[config.mk]
export PLATFORM = sky130hd
export DESIGN_NAME = vlc_run_encoder
export DESIGN_NICKNAME = d
export VERILOG_FILES = /design/src/rtl/vlc_run_encoder.sv
export SDC_FILE = /design/constraint.sdc
export NUM_CORES = 1
export LEC_CHECK = 0
export CORE_UTILIZATION = 37
export DETAILED_ROUTE_END_ITERATION = 8
export PLACE_DENSITY = 0.66
export SETUP_SLACK_MARGIN = 0.15
export SYNTH_ARGS = -nofsm -noshare
export SYNTH_HDL_FRONTEND = slang
export SYNTH_SLANG_ARGS = --single-unit
[constraint.sdc]
create_clock -name clk -period 2.8 [get_ports clk]
set_input_delay 0.56 -clock clk [delete_from_list [all_inputs] [get_ports clk]]
set_output_delay 0.56 -clock clk [all_outputs]
set_load 0.02 [all_outputs]
[src/rtl/vlc_run_encoder.sv]
// vlc_run_encoder
// Run-length tokeniser for the VLC path. It groups runs of identical
// SYM_W-bit symbols into (symbol, run_length, last) tokens. Runs are split
// when they reach MAX_RUN, and closed on packet end or, optionally, on an
// input valid gap. Tokens are queued in a small first-word-fall-through FIFO
// that feeds the downstream code-word packer.
module vlc_run_encoder #(
    parameter int SYM_W      = 1,
    parameter int CNT_W      = 8,
    parameter int FIFO_DEPTH = 4,
    parameter bit GAP_CLOSE  = 1'b1,
    parameter int TP         = 1
) (
    input  logic                          clk,
    input  logic                          rst,
    input  logic [SYM_W-1:0]              din,
    input  logic                          din_valid,
    input  logic                          din_last,
    output logic                          din_ready,
    output logic [SYM_W-1:0]              dout_sym,
    output logic [CNT_W-1:0]              dout_len,
    output logic                          dout_last,
    output logic                          dout_valid,
    input  logic                          dout_ready,
    output logic [$clog2(FIFO_DEPTH):0]   fifo_level
);

    localparam int PTR_W = $clog2(FIFO_DEPTH);
    localparam int LVL_W = PTR_W + 1;
    localparam int TOK_W = SYM_W + CNT_W + 1;
    localparam logic [CNT_W-1:0] MAX_RUN = {CNT_W{1'b1}};
    localparam logic [LVL_W-1:0] DEPTH_L = LVL_W'(FIFO_DEPTH);

    // TP is the register delay of the legacy behavioural model; the
    // synthesizable registers here carry no delay, so it is only range-checked.
    if (FIFO_DEPTH < 2 || (FIFO_DEPTH & (FIFO_DEPTH - 1)) != 0 ||
        SYM_W < 1 || CNT_W < 1 || TP < 0) begin : g_param_check
        $error("vlc_run_encoder: illegal parameter combination");
    end

    typedef enum logic [1:0] {
        ST_IDLE  = 2'd0,
        ST_RUN   = 2'd1,
        ST_FLUSH = 2'd2
    } state_t;

    state_t             state_reg;
    logic [SYM_W-1:0]   run_sym_reg;
    logic [CNT_W-1:0]   run_cnt_reg;

    logic [TOK_W-1:0]   mem_reg [FIFO_DEPTH];
    logic [PTR_W-1:0]   wr_ptr_reg;
    logic [PTR_W-1:0]   rd_ptr_reg;
    logic [LVL_W-1:0]   level_reg;

    logic               fifo_full;
    logic               accept;
    logic               pop;
    logic               push_en;
    logic [SYM_W-1:0]   push_sym;
    logic [CNT_W-1:0]   push_len;
    logic               push_last;
    logic [TOK_W-1:0]   head_tok;

    // Handshake terms, all derived from registered state only.
    assign fifo_full  = (level_reg == DEPTH_L);
    assign din_ready  = (state_reg != ST_FLUSH) && !fifo_full;
    assign accept     = din_valid && din_ready;
    assign dout_valid = (level_reg != '0);
    assign pop        = dout_valid && dout_ready;
    assign fifo_level = level_reg;

    // Decide whether this cycle closes a run and, if so, which token it emits.
    always_comb begin
        push_en   = 1'b0;
        push_sym  = run_sym_reg;
        push_len  = run_cnt_reg;
        push_last = 1'b0;
        unique case (state_reg)
            ST_IDLE: begin
                if (accept && din_last) begin
                    push_en   = 1'b1;
                    push_sym  = din;
                    push_len  = CNT_W'(1);
                    push_last = 1'b1;
                end
            end
            ST_RUN: begin
                if (accept) begin
                    if (din != run_sym_reg) begin
                        push_en = 1'b1;
                    end else if (run_cnt_reg == MAX_RUN) begin
                        push_en = 1'b1;
                    end else if (din_last) begin
                        push_en   = 1'b1;
                        push_len  = run_cnt_reg + CNT_W'(1);
                        push_last = 1'b1;
                    end
                end else if (GAP_CLOSE && !din_valid && !fifo_full) begin
                    push_en = 1'b1;
                end
            end
            ST_FLUSH: begin
                if (!fifo_full) begin
                    push_en   = 1'b1;
                    push_last = 1'b1;
                end
            end
            default: ;
        endcase
    end

    // Run tracking FSM: open, extend, split and close runs.
    always_ff @(posedge clk or negedge rst) begin
        if (!rst) begin
            state_reg   <= ST_IDLE;
            run_sym_reg <= '0;
            run_cnt_reg <= '0;
        end else begin
            unique case (state_reg)
                ST_IDLE: begin
                    if (accept) begin
                        run_sym_reg <= din;
                        run_cnt_reg <= CNT_W'(1);
                        state_reg   <= din_last ? ST_IDLE : ST_RUN;
                    end
                end
                ST_RUN: begin
                    if (accept) begin
                        if (din != run_sym_reg) begin
                            // Symbol change: previous run already pushed, new one opens.
                            run_sym_reg <= din;
                            run_cnt_reg <= CNT_W'(1);
                            state_reg   <= din_last ? ST_FLUSH : ST_RUN;
                        end else if (run_cnt_reg == MAX_RUN) begin
                            // Split: full-length chunk pushed, this symbol starts a new chunk.
                            run_cnt_reg <= CNT_W'(1);
                            state_reg   <= din_last ? ST_FLUSH : ST_RUN;
                        end else begin
                            run_cnt_reg <= run_cnt_reg + CNT_W'(1);
                            state_reg   <= din_last ? ST_IDLE : ST_RUN;
                        end
                    end else if (push_en) begin
                        // Gap close succeeded.
                        state_reg <= ST_IDLE;
                    end
                end
                ST_FLUSH: begin
                    if (!fifo_full) begin
                        state_reg <= ST_IDLE;
                    end
                end
                default: state_reg <= ST_IDLE;
            endcase
        end
    end

    // Token storage: each entry loads when the write pointer selects it.
    for (genvar gi = 0; gi < FIFO_DEPTH; gi++) begin : g_mem
        always_ff @(posedge clk) begin
            if (push_en && (wr_ptr_reg == PTR_W'(gi))) begin
                mem_reg[gi] <= {push_sym, push_len, push_last};
            end
        end
    end

    // FIFO pointers and occupancy; push and pop together keep the level.
    always_ff @(posedge clk or negedge rst) begin
        if (!rst) begin
            wr_ptr_reg <= '0;
            rd_ptr_reg <= '0;
            level_reg  <= '0;
        end else begin
            if (push_en) begin
                wr_ptr_reg <= wr_ptr_reg + PTR_W'(1);
            end
            if (pop) begin
                rd_ptr_reg <= rd_ptr_reg + PTR_W'(1);
            end
            if (push_en && !pop) begin
                level_reg <= level_reg + LVL_W'(1);
            end else if (!push_en && pop) begin
                level_reg <= level_reg - LVL_W'(1);
            end
        end
    end

    // Fall-through head of the FIFO; forced to zero while empty so outputs
    // read as all-zero out of reset.
    assign head_tok = dout_valid ? mem_reg[rd_ptr_reg] : '0;
    assign {dout_sym, dout_len, dout_last} = head_tok;

endmodule

; ---- Yosys cells after proc, flatten, opt, wreduce, memory -nomap -nowiden
; Memory sizes are Yosys's and may differ from the RTL's.
; Index checks and enable logic that the tools add are counted.
[word_totals]
latchBits = 0
memories = 1
reg_bits = 18
output_inout_bits = 15
mem_bits_rw = 40
inputBits = 6
mem_bits_ro = 0
[op_classes]
n_shift = 0
reduce_logical = 26
div_mod_pow = 0
addsub = 5
n_mul = 0
n_mux = 58
eq_ne = 14
n_bitwise = 0
magnitude_cmp = 0
[memory_table]
columns = name, words, word_bits, rd, rd_clocked_by_memory_dff, wr, line
row1 = mem_reg, 4, 10, 1, 0, 1, 51  ; logic [TOK_W-1:0] mem_reg [FIFO_DEPTH];
[ops]
columns = op, count
row1 = two-way mux 8 bit, 9
row2 = two-way mux 10 bit, 4
row3 = case mux 8 bit (2 select lines), 2
row4 = OR reduction 10 bit, 3
row5 = two-way mux 1 bit, 27
row6 = two-way mux 2 bit, 10
row7 = logical AND 1 bit, 11
row8 = inequality test 2 bit (second input constant), 5
row9 = adder 8 x 1 -> 8 bit (second input constant), 1
row10 = == test 8 bit (second input constant), 1
row11 = == test 2 bit (second input constant), 3
row12 = two-way mux 3 bit, 2
row13 = case mux 1 bit (3 select lines), 2
row14 = case mux 2 bit (3 select lines), 1
row15 = AND reduction 3 bit, 2
row16 = adder 2 x 1 -> 2 bit (second input constant), 2
row17 = == test 2 x 1 -> 1 bit (second input constant), 2
row18 = zero test 1 bit, 4
row19 = zero test 2 bit, 2
row20 = AND reduction 4 bit, 1
row21 = nonzero test 2 bit, 2
row22 = adder 3 x 1 -> 3 bit (second input constant), 1
row23 = == test 3 bit (second input constant), 1
row24 = inequality test 3 bit (second input constant), 1
row25 = 4 further kinds, 4

; ---- Logic depth before layout (Yosys ltp)
[depth]
word_depth = 14
depth_mapped = 11
mapped_depth_nobuf = 10

; ---- Worst setup path before layout
; Ideal clock, no wire load.
[synth_timing]
path_type = register -> register
start = register run_cnt_reg[0]
end = register level_reg[2], in the netlist fifo_level[2]
t_required_ps = 2720
stages_incl_launch_ff = 12
path_slack_ps = 343
setup_time_ps = 80
t_arrival_ps = 2377
cell_sequence = dfrtp_1 > ha_1 > buf_2 > nand4_1 > o21ai_2 > o311a_4 > ha_1 > inv_1 > fa_1 > xor2_1 > nor2_1 > xor2_1
[synth_via]
elab_chain_cells = 8
word_cells_on_any_way = 10
[synth_rtl]
columns = item, line
row1 = "start, declared", 49  ; logic [CNT_W-1:0] run_cnt_reg;
row2 = "start signal, assigned", 140  ; run_cnt_reg <= run_cnt_reg + CNT_W'(1);
row3 = == test 8 bit *, 92  ; end else if (run_cnt_reg == MAX_RUN) begin
row4 = two-way mux 1 bit *, 92
row5 = two-way mux 1 bit *, 90  ; if (din != run_sym_reg) begin
row6 = two-way mux 1 bit *, 89  ; if (accept) begin
row7 = case mux 1 bit (3 select lines) *, 79  ; unique case (state_reg)
row8 = via push_en, 59  ; logic push_en;
row9 = zero test 1 bit, 182  ; end else if (!push_en && pop) begin
row10 = logical AND 1 bit, 182
row11 = nonzero test 2 bit (no source line), n/a
row12 = "end signal, assigned", 181  ; level_reg <= level_reg + LVL_W'(1);
row13 = "end signal, assigned", 183  ; level_reg <= level_reg - LVL_W'(1);
row14 = "end, declared", 54  ; logic [LVL_W-1:0] level_reg;
; Mark *: on every way through the listed nets, which the timed path passes. The rest lies on a longest branch.
; A chain may end at the register's enable or synchronous reset.

; ---- Worst setup path in the final report
[layout_timing]
start = register state_reg[1]
end = output din_ready
[layout_via]
elab_chain_cells = 2
[layout_rtl]
columns = item, line
row1 = "start, declared", 47  ; state_t state_reg;
row2 = "start signal, assigned", 125  ; state_reg <= din_last ? ST_IDLE : ST_RUN;
row3 = "start signal, assigned", 134  ; state_reg <= din_last ? ST_FLUSH : ST_RUN;
row4 = "start signal, assigned", 138  ; state_reg <= din_last ? ST_FLUSH : ST_RUN;
row5 = inequality test 2 bit, 67  ; assign din_ready = (state_reg != ST_FLUSH) && !fifo_full;
row6 = logical AND 1 bit, 67
row7 = "end, declared", 19  ; output logic din_ready,
; Every way passes these cells.

==> out/metrics.yaml <==
global_route:
  antenna_found_initial: 0
  grt_pass1_wl_microns: 9420
  grt_max_degree: 19
  grt-ovfl-total: 0
  grt_use_total_pct: 14.8
  grt_pass1_vias: 1836
synthesis:
  synth_mux_area_share_pct: 9.49
  synth-compound-area-share_pct: 11.0
  synth_edf_count: 40
  yosys.area_share.simple_pct: 15.2
  synth_area_leader_cell: "edfxtp_1"
  synthTopCellsByArea: "edfxtp_1, dfrtp_1, mux4_2"
  synth_fa_ha_area_share_pct: 3.18
  synth-seq-cells: 58
  ys_seq_area_share_pct: 55.2
  synth_nets: 243
  synthTopCellsByCount: "edfxtp_1, dfrtp_1, and2_1"
  ys_types: 57
  synth_top_family_by_area: "simple AND/OR/NAND/NOR gates"
  yosysMostFrequentCell: "edfxtp_1"
  synthXorXnorAreaFrac_pct: 2.88
  ys.flop_type: "edfxtp_1"
  syn_avg_cell_area_sq_um: 13.0
  synthCells: 230
  yosysWarnings: 0
  synthArstFlopShare_pct: 31.0
  synth_area_sq_mm: 0.00299
  netlist.area_leader.share_pct: 40.1
layout:
  largest_reg_flops: 40
  n_fill_cell: 715
  nets: 282
  postLayoutCoreUtil_pct: 46.4
  num_antenna_cells: 0
  synthToLayoutAreaGrowth_pct: 20.3
  drive_above_1_share_pct: 20.4
place:
  place_ws_ps: 21.3
  place_congestion: 0.874
  portBuffers: 20
  hpwl_microns: 4080
detailed_routing:
  drt-vias-per-instance: 5.29
  wl_microns: 5850
  wl_per_cell_microns: 15.6
  final_antenna_net_count: 0
  first_pass_iters: 4
  remaining_drc_errors: 0
  via_count: 1989
  drt_first_iter_violations: 91
floorplanning:
  die_y_microns: 91.9
  start_util_pct: 38.5
  dieArea_sq_mm: 0.00845
  io-pin-count: 21
  die_x_microns: 91.9
  core_sq_mm: 0.00777
  rows: 32
sta:
  slew_violations: 0
  rsz0062_at_grt: "false"
  max_slew.worst_pin.slew_ps: 498
  setup_slack_ps: 291
  tns_ps: 0
  period_needed_ps: 2510
  finalSetupViolCount: 0
  finClkSkew_ps: 9.98
  fmax_ghz: 0.399
  hold_violations: 0
  fin_crit_sh_pct: 89.6
  holdWs_ps: 541
  relSlewSlack_pct: 66.5
clock_tree:
  cts_sinks: 58
  cts_buffers: 9
  ctsHoldBuffers: 0
  h-tree-depth: 3
  cts_max_path_buffers: 2
  clock_latency_ps: 340
  cts_tree: "done"
  post_cts.repair.setup_buffers: 0
  clkTransAtPathRegs_ps: 60
  cts_root_buf: "clkbuf_8"
run:
  cap_violations: 0
power:
  design_power_total_mw: 3.52
  vdd_ir_drop_max_mv: 0.305
  power.leakage_nw: 1.36
  power.density_mw_per_mm2: 979
setup_path:
  worstPathRequired_ps: 2240
  cp-end-kind: "output port"
  worstPathMaxFanout: 14
  arrival_ps: 1950
  start_kind: "flip-flop"
  criticalPathCategory: "reg -> out"
worst_hold_path:
  min_path_type: "reg -> reg"
outcome:
  outcome: "completed"
[through the flow]
step	instance area (sq um)	instances
2_1_floorplan	2990	230
3_3_place_gp	3410	360
3_5_place_dp	3410	360
4_1_cts	3600	376
5_1_grt	3600	376
6_report	3600	376
[power breakdown]
group	total, mW	leakage (nW)	switching, mW	internal [mW]
Sequential	1.32	0.600	0.178	1.14
Combinational	1.44	0.663	0.725	0.717
Clock	0.760	0.0978	0.330	0.430
Total	3.52	1.36	1.23	2.29
[worst max-delay path: stages, from the launching register on]
cell,delay [ps]
dfrtp_1,600
nor2b_2,370
nor2_1,90
clkdlybuf4s50_1,550
[timing repair]
item / CTS / global route
pin swaps: 0 / 0
endpoints found under the setup margin: 10 / 1
hold endpoints to repair: 0 / 0
resized for setup: 13 / 1
[metal layers]
| metal | vias up | global-route usage [%] | routed length [microns] |
|---|---|---|---|
| met2 | 52 | 22.3 | 2790 |
| li1 | 955 | - | - |
| met3 | 10 | 3.57 | 242 |
| met5 | - | 0 | 0 |
| met4 | 0 | 6.51 | 81 |
| met1 | 972 | 20.3 | 2740 |
[path summary, 6_finish.rpt]
kind | end | slack, ps | start | depth (start not counted)
max | din_ready | 290 | state_reg[1] | 3
min | rd_ptr_reg[0] | 540 | rd_ptr_reg[0] | 1
max reg2reg | fifo_level[2] | 390 | run_cnt_reg[0] | 10
min reg2reg | rd_ptr_reg[0] | 540 | rd_ptr_reg[0] | 1
max in group asynchronous | wr_ptr_reg[0] | 2040 | rst | 2
min in group asynchronous | run_cnt_reg[5] | 560 | rst | 2
[kinds of logic (layout without fill, tap and decap cells)]
kind of cell               Yosys count  after routing
buffers and inverters               20             64
AOI/OAI and AO/OA                   46             46
muxes                               15             15
xor gates and xnor gates             9              9
adders and majority gates            7              7
and+or+nand+nor                     75             75
DFF                                 58             58
[area by class of cell]
type	count	area, sq um	share of cell area [%]
clock buffers	12	145	4.03
clock inverters	4	43.8	1.22
inverters	8	30.0	0.834
multi-input cells	152	1260	34.9
flip-flops and latches	58	1650	45.9
well taps	102	128	3.54
repair buffers	40	345	9.59
[placed cells by master, fill, tap and decap left out, drive strengths merged, types with 5 or more instances in the layout]
cell type and instances:
a21oi 12, a22o 5, and2 16, buf 20
clkbuf 12, clkdlybuf4s50 10, dfrtp 18, dlygate4sd2 10
edfxtp 40, ha 6, inv 8, mux4 10
nand2 11, nand3 6, nor2 11, o21ai 8
xnor2 6
Note: power is estimated with default switching activity, not from simulation.
